===== src/rtl/urv_console_pkg.sv =====
// Shared definitions for the uRV console: register offsets, STATUS layout
// and the transmitter state encoding.
package urv_console_pkg;

   // Register offsets relative to the console base address
   localparam logic [31:0] CONSOLE_REG_TXDATA = 32'd0;
   localparam logic [31:0] CONSOLE_REG_STATUS = 32'd4;

   // STATUS register bit positions
   localparam int STATUS_FULL_BIT  = 0;
   localparam int STATUS_BUSY_BIT  = 1;
   localparam int STATUS_LEVEL_LSB = 8;
   localparam int STATUS_LEVEL_MSB = 15;

   // Transmitter frame phases
   typedef enum logic [1:0] {
      TX_IDLE  = 2'd0,
      TX_START = 2'd1,
      TX_DATA  = 2'd2,
      TX_STOP  = 2'd3
   } tx_state_t;

   // Assemble the STATUS word; every bit not named here reads as zero
   function automatic logic [31:0] pack_status(input logic full,
                                               input logic busy,
                                               input logic [7:0] level);
      logic [31:0] s;
      s = 32'd0;
      s[STATUS_FULL_BIT] = full;
      s[STATUS_BUSY_BIT] = busy;
      s[STATUS_LEVEL_MSB:STATUS_LEVEL_LSB] = level;
      return s;
   endfunction

endpackage


===== src/rtl/urv_sync_fifo.sv =====
// Single-clock FIFO with extra-MSB pointers. The wrap bit distinguishes
// full from empty when the index bits match. Written to be reused by a
// future receive path.
module urv_sync_fifo #(
   parameter int WIDTH = 8,
   parameter int DEPTH = 16
) (
   input  logic                     clk,
   input  logic                     rst,
   input  logic                     push,
   input  logic                     pop,
   input  logic [WIDTH-1:0]         wr_data,
   output logic [WIDTH-1:0]         rd_data,
   output logic                     full,
   output logic                     empty,
   output logic [$clog2(DEPTH):0]   level
);

   localparam int AW = $clog2(DEPTH);

   logic [WIDTH-1:0] mem [DEPTH];
   logic [AW:0]      wr_ptr;
   logic [AW:0]      rd_ptr;
   logic             do_push;
   logic             do_pop;

   assign do_push = push && !full;
   assign do_pop  = pop && !empty;

   assign empty   = (wr_ptr == rd_ptr);
   assign full    = (wr_ptr[AW] != rd_ptr[AW]) &&
                    (wr_ptr[AW-1:0] == rd_ptr[AW-1:0]);
   assign level   = wr_ptr - rd_ptr;
   assign rd_data = mem[rd_ptr[AW-1:0]];

   // Pointer bookkeeping; both pointers simply wrap through the extra MSB
   always_ff @(posedge clk) begin
      if (rst) begin
         wr_ptr <= '0;
         rd_ptr <= '0;
      end else begin
         if (do_push) begin
            wr_ptr <= wr_ptr + (AW+1)'(1);
         end
         if (do_pop) begin
            rd_ptr <= rd_ptr + (AW+1)'(1);
         end
      end
   end

   // Storage array; contents are don't-care until written, so no reset
   always_ff @(posedge clk) begin
      if (do_push) begin
         mem[wr_ptr[AW-1:0]] <= wr_data;
      end
   end

endmodule


===== src/rtl/urv_console_uart.sv =====
// Memory-mapped console transmitter on the uRV data bus. Stores to TXDATA
// queue a byte in the TX FIFO, which the FSM serializes as 8N1 on txd_o.
// Stores stall (no acknowledge) while the FIFO is full.
module urv_console_uart
   import urv_console_pkg::*;
#(
   parameter logic [31:0] BASE_ADDR  = 32'h0010_0000,
   parameter int          CLK_DIV    = 868,
   parameter int          FIFO_DEPTH = 16
) (
   input  logic        clk_i,
   input  logic        rst_i,
   input  logic [31:0] dm_addr_i,
   input  logic [31:0] dm_data_s_i,
   input  logic [3:0]  dm_data_select_i,
   input  logic        dm_store_i,
   input  logic        dm_load_i,
   output logic [31:0] dm_data_l_o,
   output logic        dm_store_done_o,
   output logic        dm_load_done_o,
   output logic        txd_o
);

   localparam int              CW          = $clog2(CLK_DIV);
   localparam int              LW          = $clog2(FIFO_DEPTH) + 1;
   localparam logic [CW-1:0]   BAUD_RELOAD = CW'(CLK_DIV - 1);
   localparam logic [29:0]     TXDATA_WORD = 30'((BASE_ADDR + CONSOLE_REG_TXDATA) >> 2);
   localparam logic [29:0]     STATUS_WORD = 30'((BASE_ADDR + CONSOLE_REG_STATUS) >> 2);

   logic            hit_txdata;
   logic            hit_status;
   logic            store_txdata;
   logic            store_status;
   logic            push;
   logic            pop;
   logic            fifo_full;
   logic            fifo_empty;
   logic [7:0]      fifo_rd_data;
   logic [LW-1:0]   fifo_level;
   logic [7:0]      level_byte;
   logic            busy;
   logic [31:0]     status_word;

   tx_state_t       state;
   logic [7:0]      shift_reg;
   logic [2:0]      bit_cnt;
   logic [CW-1:0]   baud_cnt;
   logic            bit_end;

   // Bits of the bus that the console never looks at
   logic            unused_bus_bits;
   assign unused_bus_bits = ^{dm_data_s_i[31:8], dm_data_select_i[3:1], dm_addr_i[1:0]};

   // Word-granular decode of the two console registers
   assign hit_txdata = (dm_addr_i[31:2] == TXDATA_WORD);
   assign hit_status = (dm_addr_i[31:2] == STATUS_WORD);

   // A held store is only taken once; the done flag blocks re-acceptance
   // in the acknowledge cycle, and a full FIFO holds TXDATA stores off
   assign store_txdata = dm_store_i && hit_txdata && !fifo_full && !dm_store_done_o;
   assign store_status = dm_store_i && hit_status && !dm_store_done_o;
   assign push         = store_txdata && dm_data_select_i[0];

   // The FSM pulls the next byte when idle or at the end of a stop bit
   assign bit_end = (baud_cnt == '0);
   assign pop     = !fifo_empty &&
                    ((state == TX_IDLE) || ((state == TX_STOP) && bit_end));

   assign busy        = (state != TX_IDLE) || !fifo_empty;
   assign level_byte  = 8'(fifo_level);
   assign status_word = pack_status(fifo_full, busy, level_byte);

   urv_sync_fifo #(
      .WIDTH (8),
      .DEPTH (FIFO_DEPTH)
   ) u_tx_fifo (
      .clk     (clk_i),
      .rst     (rst_i),
      .push    (push),
      .pop     (pop),
      .wr_data (dm_data_s_i[7:0]),
      .rd_data (fifo_rd_data),
      .full    (fifo_full),
      .empty   (fifo_empty),
      .level   (fifo_level)
   );

   // Bus acknowledges and load data, one cycle after the request is taken
   always_ff @(posedge clk_i) begin
      if (rst_i) begin
         dm_store_done_o <= 1'b0;
         dm_load_done_o  <= 1'b0;
         dm_data_l_o     <= 32'd0;
      end else begin
         dm_store_done_o <= store_txdata || store_status;
         dm_load_done_o  <= dm_load_i && (hit_txdata || hit_status);
         dm_data_l_o     <= (dm_load_i && hit_status) ? status_word : 32'd0;
      end
   end

   // Transmit FSM with baud timing; txd_o is registered from the current
   // phase, so the line follows the state by one cycle
   always_ff @(posedge clk_i) begin
      if (rst_i) begin
         state     <= TX_IDLE;
         shift_reg <= 8'd0;
         bit_cnt   <= 3'd0;
         baud_cnt  <= '0;
         txd_o     <= 1'b1;
      end else begin
         case (state)
            TX_IDLE: begin
               txd_o <= 1'b1;
               if (!fifo_empty) begin
                  shift_reg <= fifo_rd_data;
                  baud_cnt  <= BAUD_RELOAD;
                  bit_cnt   <= 3'd0;
                  state     <= TX_START;
               end
            end
            TX_START: begin
               txd_o <= 1'b0;
               if (bit_end) begin
                  baud_cnt <= BAUD_RELOAD;
                  bit_cnt  <= 3'd0;
                  state    <= TX_DATA;
               end else begin
                  baud_cnt <= baud_cnt - CW'(1);
               end
            end
            TX_DATA: begin
               txd_o <= shift_reg[0];
               if (bit_end) begin
                  baud_cnt  <= BAUD_RELOAD;
                  shift_reg <= {1'b0, shift_reg[7:1]};
                  if (bit_cnt == 3'd7) begin
                     state <= TX_STOP;
                  end else begin
                     bit_cnt <= bit_cnt + 3'd1;
                  end
               end else begin
                  baud_cnt <= baud_cnt - CW'(1);
               end
            end
            TX_STOP: begin
               txd_o <= 1'b1;
               if (bit_end) begin
                  if (!fifo_empty) begin
                     shift_reg <= fifo_rd_data;
                     baud_cnt  <= BAUD_RELOAD;
                     bit_cnt   <= 3'd0;
                     state     <= TX_START;
                  end else begin
                     state <= TX_IDLE;
                  end
               end else begin
                  baud_cnt <= baud_cnt - CW'(1);
               end
            end
            default: begin
               txd_o <= 1'b1;
               state <= TX_IDLE;
            end
         endcase
      end
   end

endmodule


===== config.mk =====
export PLATFORM = sky130hd
export DESIGN_NAME = urv_console_uart
export DESIGN_NICKNAME = d
export VERILOG_FILES = /design/src/rtl/urv_console_pkg.sv /design/src/rtl/urv_sync_fifo.sv /design/src/rtl/urv_console_uart.sv
export SDC_FILE = /design/constraint.sdc
export NUM_CORES = 1
export LEC_CHECK = 0
export CORE_MARGIN = 3
export CORE_UTILIZATION = 36
export DETAILED_ROUTE_END_ITERATION = 6
export HOLD_SLACK_MARGIN = 0.02
export MAX_ROUTING_LAYER = met4
export PLACE_DENSITY = 0.57
export SLEW_MARGIN = 20
export SYNTH_ARGS = -nofsm -noshare
export SYNTH_HDL_FRONTEND = slang
export SYNTH_HIERARCHICAL = 1
export SYNTH_SLANG_ARGS = --single-unit

===== constraint.sdc =====
create_clock -name clk_i -period 7.44 [get_ports clk_i]
set_input_delay 1.116 -clock clk_i [delete_from_list [all_inputs] [get_ports clk_i]]
set_output_delay 1.116 -clock clk_i [all_outputs]
set_load 0.01 [all_outputs]

==> results.json, run 1 <==
{
  "area.growth.synth_to_final_pct": 16.88,
  "drv_slew": 0,
  "postCtsResizedCells": 0,
  "nets": 678,
  "holdPathStages": 1,
  "place_area_mm2": 0.008364,
  "cp-start-kind": "input port",
  "drt_wl_total_um": 16280,
  "finalSetupViolations": 0,
  "hp-start": "bit_cnt[1]",
  "seqPwrFrac": 0.494,
  "antenna_found_initial": 0,
  "leakage_nw": 2.933,
  "rrSetupSlack_ns": 4.01,
  "final_util": 0.4357,
  "cts_setup_buffers": 0,
  "num_vias": 4594,
  "initial_core_util": 0.3727,
  "track_usage": 0.1461,
  "reg2reg_to": "u_tx_fifo/mem[4][0]",
  "ys_types": 64,
  "drtAntennaViolNets": 0,
  "rr_startpoint": "u_tx_fifo/wr_ptr[3]",
  "required_ns": 7.49,
  "dieArea_mm2": 0.02308,
  "layout_commonest_cell": "edfxtp_1",
  "dp_hpwl_um": 10800,
  "largest_reg_flops": 128,
  "clkPwrFrac": 0.411,
  "setup_tns_ns": 0,
  "fp-row-count": 52,
  "worst_pin_slew_ns": 1.019,
  "clock_path_buffers": 2,
  "portBuffers": 52,
  "layout_common_cells": "edfxtp_1, clkdlybuf4s50_1, dfxtp_1",
  "hold_path_end": "bit_cnt[1]",
  "wire_per_inst_um": 18.70,
  "gp_congestion": 0.8228,
  "power.density_mw_per_mm2": 239.7,
  "numCtsBuffers": 17,
  "async_flop_share": 0,
  "hold_buffers": 0,
  "max_cap_violations": 0,
  "end_kind": "register",
  "drive_gt1_frac": 0.1414,
  "drc_errors": 0,
  "ys.flop_type": "edfxtp_1",
  "outcome": "complete, no violations",
  "syn_area_mm2": 0.007664,
  "worst-endpoint-arrival_ns": 3.93,
  "rr_worst_depth": 8,
  "insertedDiodeCount": 0,
  "grt_pass1_vias": 4588,
  "ios": 107,
  "hold_class": "reg -> reg",
  "synth_area_per_cell_um2": 14.32,
  "fin_skew_ns": 0.01139,
  "rsz0062_at_grt": "no",
  "syn_inst": 535,
  "grt-ovfl-total": 0,
  "cts_max_level": 4,
  "die_h_um": 151.9,
  "dr.first_iter.drc_count": 256,
  "clk_pin_slew_ns": 0.07,
  "sw_frac_of_total": 0.2611,
  "ys_seq_area_frac": 0.6243,
  "holdWs_ns": 0.4861,
  "grt_pass1_wl_um": 25630,
  "hold_viol": 0,
  "period_minus_slack_ns": 3.877,
  "critPathKind": "in -> reg",
  "final_area_mm2": 0.008957,
  "yosysWarnings": 6,
  "intPower_mw": 1.586,
  "grt_max_degree": 41,
  "worstPathMaxFanout": 8,
  "cts_tree": "yes",
  "max_slew_margin": 0.3183,
  "core_mm2": 0.02056,
  "synth-edff-count": 128,
  "first_pass_iters": 5,
  "clk-insertion-delay-late_ns": 0.43,
  "cts.sinks": 175,
  "ys_seq_elements": 175,
  "via_per_inst": 5.274,
  "pwr-share-comb": 0.095,
  "root_buffer": "clkbuf_16",
  "irDropWorstVdd_mv": 0.1664,
  "die_w_um": 151.9,
  "finalCritPeriodShare": 0.5211,
  "switchingPower_uw": 560.6,
  "fmax_mhz": 257.9
}
==> logic make-up after synthesis <==
family                   share of synthesized area
AO/OA/AOI/OAI                              0.08637
XOR/XNOR                                   0.01584
adder cells (fa/ha/maj)                    0.03037
buffers and inverters                      0.04865
flip-flops                                  0.6243
multiplexers                                0.1073
other                                    0.0004893
AND/OR/NAND/NOR                            0.08670
==> worst max-delay path by stage <==
stage / slack [ns] / end / startpoint
4_1_cts: 3.58 / u_tx_fifo/mem[4][6] / dm_addr_i[11]
2_1_floorplan: 4.04 / u_tx_fifo/mem[3][0] / dm_addr_i[3]
3_5_place_dp: 3.12 / u_tx_fifo/mem[4][7] / dm_addr_i[11]
5_1_grt: 3.31 / u_tx_fifo/mem[4][0] / dm_addr_i[21]
3_3_place_gp: 3.15 / u_tx_fifo/mem[7][7] / dm_addr_i[13]
6_report: 3.56 / u_tx_fifo/mem[4][0] / dm_addr_i[13]
==> per-stage QoR <==
stage | std cells | total power, mW | worst slack (ns)
floorplan | 559 | 1.225 | 4.039
CTS | 871 | 2.167 | 3.580
global route | 871 | 2.237 | 3.310
detailed placement | 839 | 1.285 | 3.119
global placement | 839 | 1.279 | 3.147
finish | 871 | 2.147 | 3.563
==> routing by layer <==
layer  vias to the layer above  global-route usage  wire [um]
met5                         -                   -          0
met4                         0             0.05094        259
met3                        17             0.02759        718
met2                       131              0.2314       8142
met1                      2326              0.1901       7164
li1                       2120                   -          -
==> power groups by stage <==
stage	Sequential [mW]	Combinational, mW	Clock, mW
4_1_cts	1.06	0.203	0.904
3_5_place_dp	1.08	0.202	0
5_1_grt	1.06	0.227	0.949
3_3_place_gp	1.08	0.197	0
2_1_floorplan	1.08	0.144	0
6_report	1.06	0.204	0.882
==> synthesized netlist by cell type (all sizes together) (3+ instances only) <==
library cell / n / area [um2]
edfxtp: 128 / 3844
dfxtp: 47 / 940.9
buf: 39 / 264.0
nor2: 35 / 131.4
mux4: 32 / 720.7
a21oi: 24 / 123.9
nand2: 22 / 82.58
ha: 17 / 212.7
a22oi: 16 / 120.1
inv: 16 / 60.06
nor3: 15 / 75.07
clkbuf: 11 / 45.05
a311oi: 10 / 93.84
and2: 10 / 62.56
mux2i: 9 / 90.09
o21ai: 9 / 48.80
nand2b: 8 / 50.05
nand3: 8 / 40.04
nor4: 8 / 50.05
xnor2: 8 / 70.07
nand4: 5 / 31.28
nor2b: 5 / 31.28
xor2: 5 / 51.30
a211oi: 4 / 30.03
a21o: 4 / 31.28
nor4b: 3 / 32.53
o211ai: 3 / 22.52
==> critical path, cell delays in order <==
cell             delay (ns)
clkdlybuf4s50_1        0.42
nor4_1                 0.29
nand4_1                0.18
nor4b_1                0.41
and3_1                 0.40
nand3_1                0.26
nor2_1                 0.85
==> final cells by class <==
type	instances	area [um2]
repair buffers	60	580.6
well taps	270	337.8
clock inverters	15	165.2
flip-flops and latches	175	4786
fillers	1869	11600
clock buffers	17	425.4
inverters	17	63.81
multi-input cells	317	2599
Note: power is estimated with default switching activity, not from simulation.
==> run 2, diff against run 1 <==
Settings changed: PLACE_DENSITY 0.57 to 0.6.
Clock period 7.44 ns to 3.49 ns, I/O delays scaled along.
==> run 2 against run 1 <==
Against the previous run:
- global-route usage decreased by 0.28 points
- utilization increased by 0.24 points
- setup slack got worse by 3.0 ns
- largest cell class unchanged
- first-iteration DRC count increased by 14%
- design area increased by 0.54%
- routed wire length decreased by 1.9%
==> results.json, run 2 (same netlist as run 1, synthesis figures left out) <==
{
  "num_vias": 4602,
  "postCtsResizedCells": 0,
  "layout_common_cells": "edfxtp_1, clkdlybuf4s50_1, dfxtp_1",
  "outcome": "complete, no violations",
  "max_cap_violations": 0,
  "drv_slew": 0,
  "initial_core_util": 0.3727,
  "instances_no_fill": 882,
  "gp_congestion": 0.9052,
  "worstPathMaxFanout": 14,
  "ios": 107,
  "power_mw": 4.498,
  "dp_hpwl_um": 10560,
  "hold_buffers": 0,
  "insertedDiodeCount": 0,
  "wire_per_inst_um": 18.11,
  "area.growth.synth_to_final_pct": 17.52,
  "die_w_um": 151.9,
  "grt-ovfl-total": 0,
  "root_buffer": "clkbuf_16",
  "leakage_nw": 2.969,
  "grt_pass1_wl_um": 25100,
  "track_usage": 0.1433,
  "final_util": 0.4380,
  "nets": 689,
  "antenna_found_initial": 0,
  "fp-row-count": 52,
  "rsz0062_at_grt": "no",
  "grt_pass1_vias": 4529,
  "clock_path_buffers": 2,
  "clk_pin_slew_ns": 0.07,
  "fmax_mhz": 340.7,
  "first_pass_iters": 5,
  "dr.first_iter.drc_count": 293,
  "numCtsBuffers": 17,
  "cp-start-kind": "register",
  "irDropWorstVdd_mv": 0.2948,
  "critPathKind": "reg -> reg",
  "cts_setup_buffers": 0,
  "fillers": 1854,
  "grt_max_degree": 40,
  "largest_reg_flops": 128,
  "required_ns": 3.84,
  "finalCritPeriodShare": 0.8411,
  "hold_class": "reg -> reg",
  "core_mm2": 0.02056,
  "portBuffers": 52,
  "finalSetupViolations": 0,
  "die_h_um": 151.9,
  "placed_cells": 850,
  "cts_max_level": 4,
  "worst-endpoint-arrival_ns": 3.29,
  "hold_viol": 0,
  "holdWs_ns": 0.4910,
  "drt_wl_total_um": 15970,
  "dieArea_mm2": 0.02308,
  "period_minus_slack_ns": 2.936,
  "drc_errors": 0,
  "layout_commonest_cell": "edfxtp_1",
  "max_slew_margin": 0.3267,
  "cts.sinks": 175,
  "setup_tns_ns": 0,
  "worst_pin_slew_ns": 1.006,
  "cts_tree": "yes",
  "drtAntennaViolNets": 0,
  "clk-insertion-delay-late_ns": 0.43,
  "end_kind": "register",
  "via_per_inst": 5.218,
  "drive_gt1_frac": 0.1520,
  "power.density_mw_per_mm2": 499.4,
  "fin_skew_ns": 0.01009
}
run 2: changes by cell type in the layout (fill, tap and decap cells not counted), moves of 2 or more:
cell / before / now
clkbuf_1: 0 / 2
clkinvlp_4: 0 / 2
inv_6: 1 / 5
buf_4: 8 / 19
clkinv_4: 4 / 0
inv_8: 6 / 4
run 2: layout make-up:
class / count / area [um2] / area share
repair buffers: 71 / 663.1 / 0.07363
multi-input cells: 317 / 2599 / 0.2886
clock buffers: 19 / 432.9 / 0.04807
well taps: 270 / 337.8 / 0.03751
flip-flops and latches: 175 / 4786 / 0.5314
clock inverters: 13 / 123.9 / 0.01375
inverters: 17 / 63.81 / 0.007085
run 2: per-stage QoR:
step / cell area [um2] / setup slack (ns)
floorplan: 7754 / 0.6810
global placement: 8447 / 0.2180
detailed placement: 8447 / 0.09889
CTS: 9004 / 0.5372
global route: 9006 / 0.3107
finish: 9006 / 0.5545
run 2: path summary, 6_finish.rpt:
path,from,end,slack [ns],depth (start not counted)
worst min-delay path,bit_cnt[2],bit_cnt[2],0.49,1
worst max register to register,u_tx_fifo/wr_ptr[2],baud_cnt[2],0.55,7
worst min register to register,bit_cnt[2],bit_cnt[2],0.49,1
worst max-delay path,u_tx_fifo/wr_ptr[2],baud_cnt[2],0.55,7
run 2: critical path, stage by stage (launching register included):
cell	delay, ns
dfxtp_1	0.42
ha_1	0.43
nand4_1	0.21
nor2_1	0.82
nand3b_1	0.14
o31ai_1	0.50
o21ai_0	0.20
a21oi_1	0.15
run 2: per-layer routing:
layer  global-route usage  vias to the layer above  part of all wire
li1                     -                     2145                 -
met1               0.1845                     2299              0.45
met5                    -                        -                 0
met2               0.2267                      154              0.48
met3              0.04636                        4             0.066
met4              0.02568                        0            0.0049
run 2: where the power goes:
| group | switching (mW) | internal (mW) | total [mW] |
|---|---|---|---|
| sequential | 0.0170 | 2.25 | 2.26 |
| combinational | 0.270 | 0.171 | 0.441 |
| clock | 0.850 | 0.945 | 1.80 |
| total | 1.14 | 3.36 | 4.50 |
